==> src/rtl/trap_pkg.sv <==
// Shared definitions for the machine-mode trap controller.
// Holds the CSR addresses, exception and interrupt codes, the FSM encoding and the mtvec modes.
// Also holds the trap-update bundle and the redirect-target helper.
package trap_pkg;

   // Trap CSR addresses
   localparam logic [11:0] CSR_MIE      = 12'h304;
   localparam logic [11:0] CSR_MTVEC    = 12'h305;
   localparam logic [11:0] CSR_MSCRATCH = 12'h340;
   localparam logic [11:0] CSR_MEPC     = 12'h341;
   localparam logic [11:0] CSR_MCAUSE   = 12'h342;
   localparam logic [11:0] CSR_MTVAL    = 12'h343;
   localparam logic [11:0] CSR_MIP      = 12'h344;

   // Synchronous exception codes
   localparam logic [3:0] EXC_INSTR_MISALIGNED = 4'd0;
   localparam logic [3:0] EXC_INSTR_FAULT      = 4'd1;
   localparam logic [3:0] EXC_ILLEGAL_INSTR    = 4'd2;
   localparam logic [3:0] EXC_BREAKPOINT       = 4'd3;
   localparam logic [3:0] EXC_LOAD_MISALIGNED  = 4'd4;
   localparam logic [3:0] EXC_LOAD_FAULT       = 4'd5;
   localparam logic [3:0] EXC_STORE_MISALIGNED = 4'd6;
   localparam logic [3:0] EXC_STORE_FAULT      = 4'd7;
   localparam logic [3:0] EXC_ECALL_U          = 4'd8;
   localparam logic [3:0] EXC_ECALL_S          = 4'd9;
   localparam logic [3:0] EXC_RESERVED_10      = 4'd10;
   localparam logic [3:0] EXC_ECALL_M          = 4'd11;

   // Machine interrupt codes
   localparam logic [3:0] IRQ_MSI = 4'd3;
   localparam logic [3:0] IRQ_MTI = 4'd7;
   localparam logic [3:0] IRQ_MEI = 4'd11;

   // mtvec mode field (bit 0)
   localparam logic MTVEC_DIRECT   = 1'b0;
   localparam logic MTVEC_VECTORED = 1'b1;

   typedef enum logic [1:0] {
      ST_RUN   = 2'b00,
      ST_ENTER = 2'b01,
      ST_EXIT  = 2'b10
   } state_t;

   // Values written into mepc/mcause/mtval when a trap is accepted
   typedef struct packed {
      logic [29:0] epc;     // word-aligned PC, bits [31:2]
      logic [31:0] cause;
      logic [31:0] tval;
   } trap_upd_t;

   // Trap vector: the base, plus 4*code for interrupts in vectored mode (wraps mod 2^32)
   function automatic logic [31:0] trap_target(input logic [29:0] base,
                                               input logic        mode,
                                               input logic        is_irq,
                                               input logic [3:0]  code);
      logic [31:0] b;
      b = {base, 2'b00};
      if (is_irq && (mode == MTVEC_VECTORED))
         return b + {26'd0, code, 2'b00};
      return b;
   endfunction

endpackage

==> src/rtl/trap_ctrl_if.sv <==
// Trap controller bus: pipeline trap requests, interrupt levels, CSR access port, redirect outputs.
// master = pipeline / machine-status side, slave = trap_ctrl.
// No flow control on this bus; the pipeline must hold its requests while busy is high.
interface trap_ctrl_if;
   logic        exc_req;
   logic [3:0]  exc_cause;
   logic [31:0] exc_pc;
   logic [31:0] exc_tval;
   logic        mret_req;
   logic [31:0] irq_pc;
   logic        irq_pc_valid;
   logic        mstatus_mie;
   logic        meip;
   logic        mtip;
   logic        msip;
   logic [11:0] csr_addr;
   logic        csr_we;
   logic [31:0] csr_wdata;
   logic [31:0] csr_rdata;
   logic        exception_raised;
   logic        is_mret;
   logic        redirect;
   logic [31:0] redirect_pc;
   logic        busy;

   modport master (
      output exc_req, exc_cause, exc_pc, exc_tval, mret_req,
      output irq_pc, irq_pc_valid, mstatus_mie, meip, mtip, msip,
      output csr_addr, csr_we, csr_wdata,
      input  csr_rdata, exception_raised, is_mret, redirect, redirect_pc, busy
   );

   modport slave (
      input  exc_req, exc_cause, exc_pc, exc_tval, mret_req,
      input  irq_pc, irq_pc_valid, mstatus_mie, meip, mtip, msip,
      input  csr_addr, csr_we, csr_wdata,
      output csr_rdata, exception_raised, is_mret, redirect, redirect_pc, busy
   );
endinterface

==> src/rtl/trap_csr_file.sv <==
// Trap CSR storage (mtvec, mie, mscratch, mepc, mcause, mtval) plus a read-only mip view.
// Latency: writes land at the next rising edge; reads are combinational and return pre-edge values.
// Ports: CSR read/write port, interrupt levels, trap update, and decoded mtvec/mie/mip/mepc fields.
module trap_csr_file
   import trap_pkg::*;
#(
   parameter logic [31:0] RESET_MTVEC = 32'h0000_0000
) (
   input  logic        clk,
   input  logic        rst,
   input  logic [11:0] csr_addr,
   input  logic        csr_we,
   input  logic [31:0] csr_wdata,
   output logic [31:0] csr_rdata,
   input  logic        meip,
   input  logic        mtip,
   input  logic        msip,
   input  logic        trap_we,
   input  trap_upd_t   trap_upd,
   output logic [29:0] mtvec_base,
   output logic        mtvec_mode,
   output logic [2:0]  mie_bits,      // {MEIE, MTIE, MSIE}
   output logic [2:0]  mip_bits,      // {MEIP, MTIP, MSIP}
   output logic [29:0] mepc_word
);

   logic [31:0] mscratch_q;
   logic [31:0] mcause_q;
   logic [31:0] mtval_q;

   assign mip_bits = {meip, mtip, msip};

   always_ff @(posedge clk or posedge rst) begin
      if (rst) begin
         mtvec_base <= RESET_MTVEC[31:2];
         mtvec_mode <= RESET_MTVEC[0];
         mie_bits   <= 3'b000;
         mscratch_q <= 32'd0;
         mepc_word  <= 30'd0;
         mcause_q   <= 32'd0;
         mtval_q    <= 32'd0;
      end else begin
         if (csr_we) begin
            case (csr_addr)
               CSR_MTVEC: begin
                  mtvec_base <= csr_wdata[31:2];
                  mtvec_mode <= csr_wdata[0];
               end
               CSR_MIE:      mie_bits   <= {csr_wdata[11], csr_wdata[7], csr_wdata[3]};
               CSR_MSCRATCH: mscratch_q <= csr_wdata;
               CSR_MEPC:     mepc_word  <= csr_wdata[31:2];
               CSR_MCAUSE:   mcause_q   <= csr_wdata;
               CSR_MTVAL:    mtval_q    <= csr_wdata;
               default: ;
            endcase
         end
         // Placed after the CSR write so a trap accepted on the same edge overrides it
         if (trap_we) begin
            mepc_word <= trap_upd.epc;
            mcause_q  <= trap_upd.cause;
            mtval_q   <= trap_upd.tval;
         end
      end
   end

   always_comb begin
      csr_rdata = 32'd0;
      case (csr_addr)
         CSR_MTVEC:    csr_rdata = {mtvec_base, 1'b0, mtvec_mode};
         CSR_MIE:      csr_rdata = {20'd0, mie_bits[2], 3'd0, mie_bits[1], 3'd0, mie_bits[0], 3'd0};
         CSR_MIP:      csr_rdata = {20'd0, mip_bits[2], 3'd0, mip_bits[1], 3'd0, mip_bits[0], 3'd0};
         CSR_MSCRATCH: csr_rdata = mscratch_q;
         CSR_MEPC:     csr_rdata = {mepc_word, 2'b00};
         CSR_MCAUSE:   csr_rdata = mcause_q;
         CSR_MTVAL:    csr_rdata = mtval_q;
         default:      csr_rdata = 32'd0;
      endcase
   end

endmodule

==> src/rtl/trap_ctrl.sv <==
// Machine-mode trap controller: arbitrates exception > interrupt > mret and redirects fetch.
// Latency: request sampled at edge N, registered strobes/redirect high for the single cycle N..N+1.
// Backpressure: busy is high outside RUN; requests presented then are dropped, not queued.
module trap_ctrl
   import trap_pkg::*;
#(
   parameter logic [31:0] RESET_MTVEC = 32'h0000_0000
) (
   input  logic         clk,
   input  logic         rst,
   trap_ctrl_if.slave   bus
);

   state_t      state;
   logic        exc_raised_q;
   logic        is_mret_q;
   logic        redirect_q;
   logic        busy_q;
   logic [31:0] redirect_pc_q;

   logic [29:0] mtvec_base;
   logic        mtvec_mode;
   logic [2:0]  mie_bits;
   logic [2:0]  mip_bits;
   logic [29:0] mepc_word;

   logic        take_exc;
   logic        take_irq;
   logic        take_mret;
   logic [2:0]  irq_pend;
   logic [3:0]  irq_code;
   trap_upd_t   trap_upd;

   // PCs are stored word-aligned, so their low bits are never consulted
   logic        unused_pc_bits;
   assign unused_pc_bits = ^{bus.exc_pc[1:0], bus.irq_pc[1:0]};

   assign irq_pend = mip_bits & mie_bits;

   // Interrupt priority: MEI, then MSI, then MTI
   always_comb begin
      irq_code = IRQ_MTI;
      if (irq_pend[2])
         irq_code = IRQ_MEI;
      else if (irq_pend[0])
         irq_code = IRQ_MSI;
   end

   assign take_exc  = (state == ST_RUN) && bus.exc_req;
   assign take_irq  = (state == ST_RUN) && !bus.exc_req &&
                      bus.mstatus_mie && bus.irq_pc_valid && (|irq_pend);
   assign take_mret = (state == ST_RUN) && !bus.exc_req && !take_irq && bus.mret_req;

   always_comb begin
      trap_upd.epc   = take_exc ? bus.exc_pc[31:2] : bus.irq_pc[31:2];
      trap_upd.cause = take_exc ? {28'd0, bus.exc_cause} : {1'b1, 27'd0, irq_code};
      trap_upd.tval  = take_exc ? bus.exc_tval : 32'd0;
   end

   trap_csr_file #(
      .RESET_MTVEC (RESET_MTVEC)
   ) u_csr (
      .clk        (clk),
      .rst        (rst),
      .csr_addr   (bus.csr_addr),
      .csr_we     (bus.csr_we),
      .csr_wdata  (bus.csr_wdata),
      .csr_rdata  (bus.csr_rdata),
      .meip       (bus.meip),
      .mtip       (bus.mtip),
      .msip       (bus.msip),
      .trap_we    (take_exc || take_irq),
      .trap_upd   (trap_upd),
      .mtvec_base (mtvec_base),
      .mtvec_mode (mtvec_mode),
      .mie_bits   (mie_bits),
      .mip_bits   (mip_bits),
      .mepc_word  (mepc_word)
   );

   always_ff @(posedge clk or posedge rst) begin
      if (rst) begin
         state         <= ST_RUN;
         exc_raised_q  <= 1'b0;
         is_mret_q     <= 1'b0;
         redirect_q    <= 1'b0;
         busy_q        <= 1'b0;
         redirect_pc_q <= 32'd0;
      end else begin
         case (state)
            ST_RUN: begin
               if (take_exc || take_irq) begin
                  state         <= ST_ENTER;
                  exc_raised_q  <= 1'b1;
                  redirect_q    <= 1'b1;
                  busy_q        <= 1'b1;
                  redirect_pc_q <= trap_target(mtvec_base, mtvec_mode, take_irq, irq_code);
               end else if (take_mret) begin
                  state         <= ST_EXIT;
                  is_mret_q     <= 1'b1;
                  redirect_q    <= 1'b1;
                  busy_q        <= 1'b1;
                  redirect_pc_q <= {mepc_word, 2'b00};
               end
            end
            default: begin
               // ENTER/EXIT last one cycle; the redirect target is simply held
               state        <= ST_RUN;
               exc_raised_q <= 1'b0;
               is_mret_q    <= 1'b0;
               redirect_q   <= 1'b0;
               busy_q       <= 1'b0;
            end
         endcase
      end
   end

   assign bus.exception_raised = exc_raised_q;
   assign bus.is_mret          = is_mret_q;
   assign bus.redirect         = redirect_q;
   assign bus.redirect_pc      = redirect_pc_q;
   assign bus.busy             = busy_q;

endmodule

==> src/flat_wrapper.sv <==
// flat-port wrapper written by rule: the top's interface ports become plain ports
module trap_ctrl_flat import trap_pkg::*;
#(
   parameter logic [31:0] RESET_MTVEC = 32'h0000_0000
)
  (clk, rst, bus_exc_req, bus_exc_cause, bus_exc_pc, bus_exc_tval, bus_mret_req, bus_irq_pc, bus_irq_pc_valid, bus_mstatus_mie, bus_meip, bus_mtip, bus_msip, bus_csr_addr, bus_csr_we, bus_csr_wdata, bus_csr_rdata, bus_exception_raised, bus_is_mret, bus_redirect, bus_redirect_pc, bus_busy);
  trap_ctrl_if bus_i ();
  input  logic clk;
  input  logic rst;
  input wire logic [$bits(bus_i.exc_req)-1:0] bus_exc_req;
  input wire logic [$bits(bus_i.exc_cause)-1:0] bus_exc_cause;
  input wire logic [$bits(bus_i.exc_pc)-1:0] bus_exc_pc;
  input wire logic [$bits(bus_i.exc_tval)-1:0] bus_exc_tval;
  input wire logic [$bits(bus_i.mret_req)-1:0] bus_mret_req;
  input wire logic [$bits(bus_i.irq_pc)-1:0] bus_irq_pc;
  input wire logic [$bits(bus_i.irq_pc_valid)-1:0] bus_irq_pc_valid;
  input wire logic [$bits(bus_i.mstatus_mie)-1:0] bus_mstatus_mie;
  input wire logic [$bits(bus_i.meip)-1:0] bus_meip;
  input wire logic [$bits(bus_i.mtip)-1:0] bus_mtip;
  input wire logic [$bits(bus_i.msip)-1:0] bus_msip;
  input wire logic [$bits(bus_i.csr_addr)-1:0] bus_csr_addr;
  input wire logic [$bits(bus_i.csr_we)-1:0] bus_csr_we;
  input wire logic [$bits(bus_i.csr_wdata)-1:0] bus_csr_wdata;
  output wire logic [$bits(bus_i.csr_rdata)-1:0] bus_csr_rdata;
  output wire logic [$bits(bus_i.exception_raised)-1:0] bus_exception_raised;
  output wire logic [$bits(bus_i.is_mret)-1:0] bus_is_mret;
  output wire logic [$bits(bus_i.redirect)-1:0] bus_redirect;
  output wire logic [$bits(bus_i.redirect_pc)-1:0] bus_redirect_pc;
  output wire logic [$bits(bus_i.busy)-1:0] bus_busy;
  assign bus_i.exc_req = bus_exc_req;
  assign bus_i.exc_cause = bus_exc_cause;
  assign bus_i.exc_pc = bus_exc_pc;
  assign bus_i.exc_tval = bus_exc_tval;
  assign bus_i.mret_req = bus_mret_req;
  assign bus_i.irq_pc = bus_irq_pc;
  assign bus_i.irq_pc_valid = bus_irq_pc_valid;
  assign bus_i.mstatus_mie = bus_mstatus_mie;
  assign bus_i.meip = bus_meip;
  assign bus_i.mtip = bus_mtip;
  assign bus_i.msip = bus_msip;
  assign bus_i.csr_addr = bus_csr_addr;
  assign bus_i.csr_we = bus_csr_we;
  assign bus_i.csr_wdata = bus_csr_wdata;
  assign bus_csr_rdata = bus_i.csr_rdata;
  assign bus_exception_raised = bus_i.exception_raised;
  assign bus_is_mret = bus_i.is_mret;
  assign bus_redirect = bus_i.redirect;
  assign bus_redirect_pc = bus_i.redirect_pc;
  assign bus_busy = bus_i.busy;
  trap_ctrl #(.RESET_MTVEC(RESET_MTVEC)) u_core (.clk(clk), .rst(rst), .bus(bus_i));
endmodule
==> config.mk <==
export PLATFORM = sky130hd
export DESIGN_NAME = trap_ctrl_flat
export DESIGN_NICKNAME = d
export VERILOG_FILES = /design/src/rtl/trap_pkg.sv /design/src/rtl/trap_ctrl_if.sv /design/src/rtl/trap_csr_file.sv /design/src/rtl/trap_ctrl.sv /design/src/flat_wrapper.sv
export SDC_FILE = /design/constraint.sdc
export NUM_CORES = 1
export LEC_CHECK = 0
export CORE_MARGIN = 2
export CORE_UTILIZATION = 52
export DETAILED_ROUTE_END_ITERATION = 8
export PLACE_DENSITY_LB_ADDON = 0.12
export SLEW_MARGIN = 5
export SYNTH_ARGS = -nofsm -noshare
export SYNTH_HDL_FRONTEND = slang
export SYNTH_SLANG_ARGS = --single-unit
==> constraint.sdc <==
create_clock -name clk -period 9.67 [get_ports clk]
set_input_delay 2.4175 -clock clk [delete_from_list [all_inputs] [get_ports clk]]
set_output_delay 2.4175 -clock clk [all_outputs]
set_load 0.02 [all_outputs]
==> results of run 1 <==
layout by cell type (no fill, tap or decap), drive strengths merged, types with 4 or more instances in the layout:
master / count
a2111oi: 7
a21oi: 46
a222oi: 9
a22oi: 96
a31oi: 5
and2: 4
and3: 5
and4: 5
buf: 25
clkbuf: 20
clkdlybuf4s50: 215
clkinvlp: 5
dfrtp: 195
inv: 12
mux2: 66
mux2i: 33
nand2: 154
nand2b: 5
nand3: 98
nand4: 5
nor2: 9
nor3: 6
nor4: 13
o211ai: 32
o21ai: 48
o22ai: 15
or4: 4
xnor2: 23
how the worst min path moves through the flow:
stage | start | to | slack (ns)
after floorplan | u_core.u_csr.mtval_q[0]$_DFFE_PP0P_ | u_core.u_csr.mtval_q[0]$_DFFE_PP0P_ | 0.45
after global placement | u_core.u_csr.mtval_q[19]$_DFFE_PP0P_ | u_core.u_csr.mtval_q[19]$_DFFE_PP0P_ | 0.47
after global routing | u_core.u_csr.mtval_q[19]$_DFFE_PP0P_ | u_core.u_csr.mtval_q[19]$_DFFE_PP0P_ | 0.51
after CTS | u_core.u_csr.mtval_q[29]$_DFFE_PP0P_ | u_core.u_csr.mtval_q[29]$_DFFE_PP0P_ | 0.49
after detailed placement | u_core.u_csr.mtval_q[29]$_DFFE_PP0P_ | u_core.u_csr.mtval_q[29]$_DFFE_PP0P_ | 0.48
final | u_core.u_csr.mtval_q[31]$_DFFE_PP0P_ | u_core.u_csr.mtval_q[31]$_DFFE_PP0P_ | 0.49
state kept, by name, indices dropped and copies added, names as in the netlist:
signal,flops
u_core.u_csr.mepc_word,30
u_core.u_csr.mie_bits,3
u_core.bus.redirect_pc,30
u_core.u_csr.mcause_q,32
u_core.bus.exception_raised,1
u_core.u_csr.mtvec_base,30
u_core.u_csr.mtval_q,32
u_core.u_csr.mtvec_mode,1
u_core.bus.is_mret,1
u_core.u_csr.mscratch_q,32
u_core.state,2
u_core.bus.busy,1
tightest hold or removal path, stage by stage, from the launching register on:
cell and delay [ns]:
dfrtp_1 0.35, nand2_1 0.05, o21ai_0 0.06
area by class of cell:
cell class,instances,share of cell area [%]
clock inverters,12,1.130
well taps,265,2.517
diodes,1,0.01900
flip-flops and latches,195,37.05
clock buffers,20,3.315
multi-input cells,726,37.92
repair buffers,240,17.76
inverters,8,0.2850
power by group:
part	internal (mW)	switching [mW]	total (mW)
clock network	0.388	0.329	0.716
logic	0.287	0.337	0.623
registers	0.977	0.124	1.10
total	1.65	0.789	2.44
kinds of logic (layout without fill, tap and decap cells):
logic type / after synthesis / after routing / synth area share [%]
mux: 99 / 99 / 12.45
compound gates: 280 / 280 / 18.58
flops: 195 / 195 / 47.62
simple gates: 318 / 318 / 14.86
xor+xnor: 24 / 24 / 2.051
buf+inv: 93 / 280 / 4.029
fa+ha+maj: 3 / 3 / 0.3663
other cells: 1 / 3 / 0.03659
routing by layer:
| layer | track usage, % | up-vias | wire length (µm) | share of wire, % |
|---|---|---|---|---|
| li1 | - | 4119 | - | - |
| met5 | 0 | - | 13 | 0.041 |
| met4 | 10.17 | 2 | 734 | 2.3 |
| met1 | 43.98 | 4475 | 13390 | 42 |
| met2 | 48.69 | 464 | 14810 | 46 |
| met3 | 6.589 | 54 | 3099 | 9.7 |
==> metrics.md, run 1 <==
| Metric | Value |
|---|---|
| R2r setup slk | `~5.8 ns` |
| Fill cell count | `~1.6k` |
| Die Area | `0.02085 mm²` |
| Placed Instances | `between 1k and 1.5k` |
| Yosys top cell by area | `dfrtp_1` |
| Peak VDD IR | `between 0.1 and 0.15 mV` |
| Worst EP required | `7.25 ns` |
| DP Worst Slack | `~1.5 ns` |
| Via count | `between 9k and 10k` |
| Crit start category | `input pin` |
| Crit-path leading delay family | `simple AND/OR/NAND/NOR gates` |
| Worst path buffer plus inverter count | `3` |
| Critical path type | `in2out` |
| Synth unique cells | `63` |
| DR WL/cell | `approximately 22 µm` |
| Clk_skew | `roughly 0.0090 ns` |
| DRC Markers | `0` |
| Status | `finished, final reports clean` |
| FF-to-FF Start | `u_core.state[0]$_DFFE_PP0P_` |
| Reg2Reg Depth | `8` |
| Total CTS buffers | `17` |
| Drt via density | `slightly above 6` |
| Synth Warn # | `0` |
| Die X | `about 140 µm` |
| Max cap viols | `0` |
| Core box area | `0.01940 mm²` |
| Initial antenna violation count | `2` |
| Number of synthesized register bits | `roughly 200` |
| Sequential fraction of the synthesis area | `47.62%` |
| Final hold violation count | `0` |
| ANT nets after route | `0` |
| Slowest stage delay, CP | `roughly 0.73 ns` |
| Post-route insts no fill | `1,467` |
| Power, Total | `2.441 mW` |
| GPL Wtd Cong | `0.9093` |
| FF/Latch Area | `approximately 0.005 mm²` |
| Hold Path Stages | `2` |
| Die Ht | `around 140 µm` |
| Leak | `between 5 and 6 nW` |
| Most common flop cell mapped by yosys | `dfrtp_1` |
| Worst hold path type | `reg2reg` |
| Clk slew on worst S/H paths | `about 0.070 ns` |
| Setup TNS | `0 ns` |
| CP Cell Sequence | `clkdlybuf4s50_1, or4_1, or4b_4, nor2_4, buf_4, a222oi_1, nand3_1, clkdlybuf4s50_1` |
| Largest net degree at the start of global routing | `around 130` |
| P&R area growth vs syn | `28.53%` |
| CP endpoint kind | `output port` |
| Worst-skew pair later-pin latency | `about 0.44 ns` |
| Row cnt | `51` |
| Cts hold-fix bufs | `0` |
| Max-slew violations | `0` |
| Worst-path maximum fanout | `19` |
| Syn_area_per_cell | `10.12 µm²` |
| Netlist Area Pre-Place | `slightly above 0.01 mm²` |
| WP data arrival | `5.82 ns` |
| Drt initial violations | `about 840` |
| Crit path depth | `8` |
| Htree depth | `4` |
| RSZ-0062 raised after global routing | `no` |
| Cell with the most instances after synthesis | `dfrtp_1` |
| Initial core utilization | `roughly 53%` |
| EDFF count, synth | `0` |
| WHS | `0.4867 ns` |
| Post-synthesis async set-or-reset flop share | `100.0%` |
| Final period util | `between 80% and 90%` |
| CTS tree | `yes` |
| Relative slew slack | `about a third` |
| List of most frequent post-synthesis cells | `195 x dfrtp_1, 152 x nand2_1, 98 x nand3_1, 96 x a22oi_1, 60 x clkbuf_1` |
| Placed Instance Area | `about 0.013 mm²` |
| Gates resized, CTS repair | `0` |
| Worst Tran Pin Value | `about 1 ns` |
| Post-CTS setup buffers | `0` |
| I/O pins | `222` |
| Grt ovf | `0` |
| Port bufs | `about 220` |
| Layout cells sized above 1 | `10.91%` |
| Reg-to-reg critical path endpoint | `u_core.bus.redirect_pc[16]$_DFFE_PP0P_` |
| Top-area cell type share of the netlist area | `47.62%` |
| Critical Path Source | `bus_csr_addr[3]` |
| Highest clock rate | `121.4 MHz` |
| Design area | `0.01317 mm²` |
| Power Density | `between 150 and 200 mW/mm²` |
| Final Util | `67.90%` |
| DR pass1 iterations | `8` |
| Post-Route WL | `32.05 mm` |
| Crit path capture | `bus_csr_rdata[11]` |
| Largest cells by area after synthesis | `dfrtp_1 48%, mux2_4 7.9%, a22oi_1 7.0%` |
| CTS Root Cell | `clkbuf_16` |
| Post-DP HPWL | `~20 mm` |
| Area of the multi-input gates | `between 0.004 and 0.005 mm²` |
| Worst setup margin | `1.432 ns` |
| Crit path top cell by count | `clkdlybuf4s50_1` |
| Post-synthesis cell count | `1,013` |
| GRT Util Overall | `roughly 31%` |
| Final Setup Violations | `0` |
| Clk sinks | `195` |
| Number of buffers on the longest clock path | `2` |
| CP max-delay cell | `or4_1` |
| Net count, final | `1,345` |
| Vias in the first global route | `between 8k and 9k` |
| Fin crit period | `just over 8 ns` |
| First-pass GRT wire length | `a little under 50 mm` |
Note: power is estimated with default switching activity, not from simulation.
==> run 2, diff against run 1 <==
--- a/config.mk
+++ b/config.mk
@@ -8,7 +8,7 @@
 export CORE_MARGIN = 2
 export CORE_UTILIZATION = 52
 export DETAILED_ROUTE_END_ITERATION = 8
-export PLACE_DENSITY_LB_ADDON = 0.12
+export PLACE_DENSITY = 0.91
 export SLEW_MARGIN = 5
 export SYNTH_ARGS = -nofsm -noshare
 export SYNTH_HDL_FRONTEND = slang
==> constraint.sdc (replaced) <==
create_clock -name clk -period 9.67 [get_ports clk]
set_input_delay 0.967 -clock clk [delete_from_list [all_inputs] [get_ports clk]]
set_output_delay 0.967 -clock clk [all_outputs]
set_load 0.02 [all_outputs]
==> run 2 against run 1 <==
Compared with the run above: the flow now finishes with violations (design-rule violations); clock power up 1%; flip-flop and latch count unchanged; total power up 1.3%; utilization down 0.10 points; worst setup slack better by 2.5 ns; combinational power up 3%; via count up 4.1%; register-to-register slack better by 0.32 ns; critical path depth unchanged; hold slack worse by 0.0043 ns; critical path type unchanged; largest cell class unchanged.
==> metrics.md, run 2 (synthesized netlist as in run 1, its figures left out) <==
| Metric | Value |
|---|---|
| Critical path type | `in2out` |
| Worst-skew pair later-pin latency | `0.45 ns` |
| Crit start category | `input pin` |
| Final hold violation count | `0` |
| Drt initial violations | `around 1.3k` |
| Crit path top cell by count | `clkdlybuf4s50_1` |
| Fill cell count | `approximately 1.4k` |
| DR WL/cell | `roughly 23 µm` |
| Max-slew violations | `0` |
| Largest net degree at the start of global routing | `119` |
| Die X | `roughly 140 µm` |
| CP endpoint kind | `output port` |
| Slowest stage delay, CP | `0.79 ns` |
| GRT Util Overall | `32.55%` |
| Power Density | `around 190 mW/mm²` |
| Initial core utilization | `a little over half` |
| WP data arrival | `4.72 ns` |
| Critical Path Source | `bus_csr_addr[3]` |
| Port bufs | `215` |
| Final Setup Violations | `0` |
| Post-CTS setup buffers | `0` |
| Peak VDD IR | `between 0.1 and 0.15 mV` |
| CP max-delay cell | `nor2_2` |
| GPL Wtd Cong | `about 0.89` |
| Setup TNS | `0 ns` |
| Leak | `around 5.7 nW` |
| Total CTS buffers | `17` |
| Reg2Reg Depth | `6` |
| Reg-to-reg critical path endpoint | `u_core.bus.redirect_pc[15]$_DFFE_PP0P_` |
| Relative slew slack | `~20%` |
| Worst hold path type | `reg2reg` |
| Placed Instances | `~1.4k` |
| Min-delay src | `u_core.u_csr.mtval_q[21]$_DFFE_PP0P_` |
| Htree depth | `4` |
| Most common cell after layout, fill and taps aside | `clkdlybuf4s50_1` |
| Clk sinks | `roughly 200` |
| Final period util | `around three fifths` |
| Drt via density | `approximately 6.5` |
| Hold Path Stages | `2` |
| Cts hold-fix bufs | `0` |
| FF/Latch Area | `0.004880 mm²` |
| I/O pins | `between 200 and 250` |
| R2r setup slk | `a little over 6 ns` |
| DR pass1 iterations | `9` |
| Die Area | `roughly 0.021 mm²` |
| Number of buffers on the longest clock path | `2` |
| Max cap viols | `0` |
| Core box area | `just under 0.02 mm²` |
| Worst Tran Pin Value | `roughly 1.2 ns` |
| Net count, final | `~1.3k` |
| DRC Markers | `1` |
| Failing checks | `design-rule violations` |
| Initial antenna violation count | `1` |
| Clk_skew | `0.008141 ns` |
| Gates resized, CTS repair | `0` |
| CP Cell Sequence | `clkdlybuf4s50_1, or4_1, or3_1, nor2_2, buf_4, a222oi_1, nand3_1, clkdlybuf4s50_1` |
| First-pass GRT wire length | `51.27 mm` |
| Worst path buffer plus inverter count | `3` |
| Post-route insts no fill | `1,462` |
| Via count | `between 9k and 10k` |
| Crit-path leading delay family | `simple AND/OR/NAND/NOR gates` |
| Post-Route WL | `around 34 mm` |
| Biggest regs | `u_core.u_csr.mcause_q x32, u_core.u_csr.mscratch_q x32, u_core.u_csr.mtval_q x32` |
| RSZ-0062 raised after global routing | `no` |
| Post-DP HPWL | `approximately 22 mm` |
| Layout cells sized above 1 | `between 10 and 15%` |
| CTS tree | `yes` |
| Grt ovf | `0` |
| Most frequent cells in the layout | `215 x clkdlybuf4s50_1, 195 x dfrtp_1, 152 x nand2_1` |
| WHS Endpoint | `u_core.u_csr.mtval_q[21]$_DFFE_PP0P_` |
| Status | `finished, violations left` |
| Vias in the first global route | `roughly 9.4k` |
| FF-to-FF Start | `u_core.u_csr.mie_bits[1]$_DFFE_PP0P_` |
| Worst EP required | `a little under 9 ns` |
| P&R area growth vs syn | `28.34%` |
| Row cnt | `51` |
| Clk slew on worst S/H paths | `0.07 ns` |
| Fin crit period | `5.691 ns` |
| CTS Root Cell | `clkbuf_16` |
| Highest clock rate | `175.7 MHz` |
| Area of the multi-input gates | `between 0.004 and 0.005 mm²` |
| Die Ht | `~140 µm` |
| ANT nets after route | `0` |
| Worst-path maximum fanout | `17` |
==> run 2: cell types whose count changed in the layout (fill, tap and decap cells not counted) <==
cell and delta:
clkinv_4 +3, clkinvlp_4 -4, inv_6 +1, inv_8 -3, buf_4 -4, clkinv_2 +1, clkbuf_8 +3, clkbuf_1 -2
==> run 2: through the flow <==
step	util [%]	hold WS (ns)	worst slack (ns)	instance area, µm²	total power [mW]
global route	67.78	0.5147	3.938	13150	2.569
CTS	67.78	0.4886	4.072	13150	2.465
floorplan	-	0.4488	3.391	10250	1.421
global placement	64.71	0.4629	4.150	12550	1.709
finish	67.80	0.4824	3.979	13150	2.473
detailed placement	64.71	0.4721	4.070	12550	1.743
==> run 2: cell type report <==
type | instances | area share [%]
Inverter | 8 | 0.2854
Timing Repair Buffer | 236 | 17.56
Antenna cell | 1 | 0.01903
Clock buffer | 21 | 3.577
Tap cell | 265 | 2.521
Multi-Input combinational cell | 726 | 37.98
Sequential cell | 195 | 37.10
Clock inverter | 10 | 0.9514
==> run 2: report_power, final <==
part / leakage (nW) / switching [mW] / internal (mW)
sequential: 2.57 / 0.132 / 0.978
clock: 0.290 / 0.320 / 0.403
combinational: 2.83 / 0.354 / 0.287
==> run 2: how the worst max path moves through the flow <==
| stage | cells past startpoint | to |
|---|---|---|
| global placement | 8 | bus_csr_rdata[13] |
| finish | 8 | bus_csr_rdata[11] |
| floorplan | 1 | u_core.bus.busy$_DFFE_PP0P_ |
| detailed placement | 8 | bus_csr_rdata[11] |
| global route | 8 | bus_csr_rdata[13] |
| CTS | 8 | bus_csr_rdata[11] |
==> run 2: routing by layer <==
layer | global-route usage, % | up-vias | wire (µm)
li1 | - | 4106 | -
met1 | 41.75 | 4585 | 12470
met2 | 51.78 | 686 | 15820
met3 | 9.503 | 107 | 4055
met4 | 13.80 | 0 | 1256
met5 | 0 | - | 0
==> run 2: worst min-delay path, stage by stage, from the launching register on <==
cell	delay [ns]
dfrtp_1	0.34
nand2_1	0.05
o21ai_0	0.06
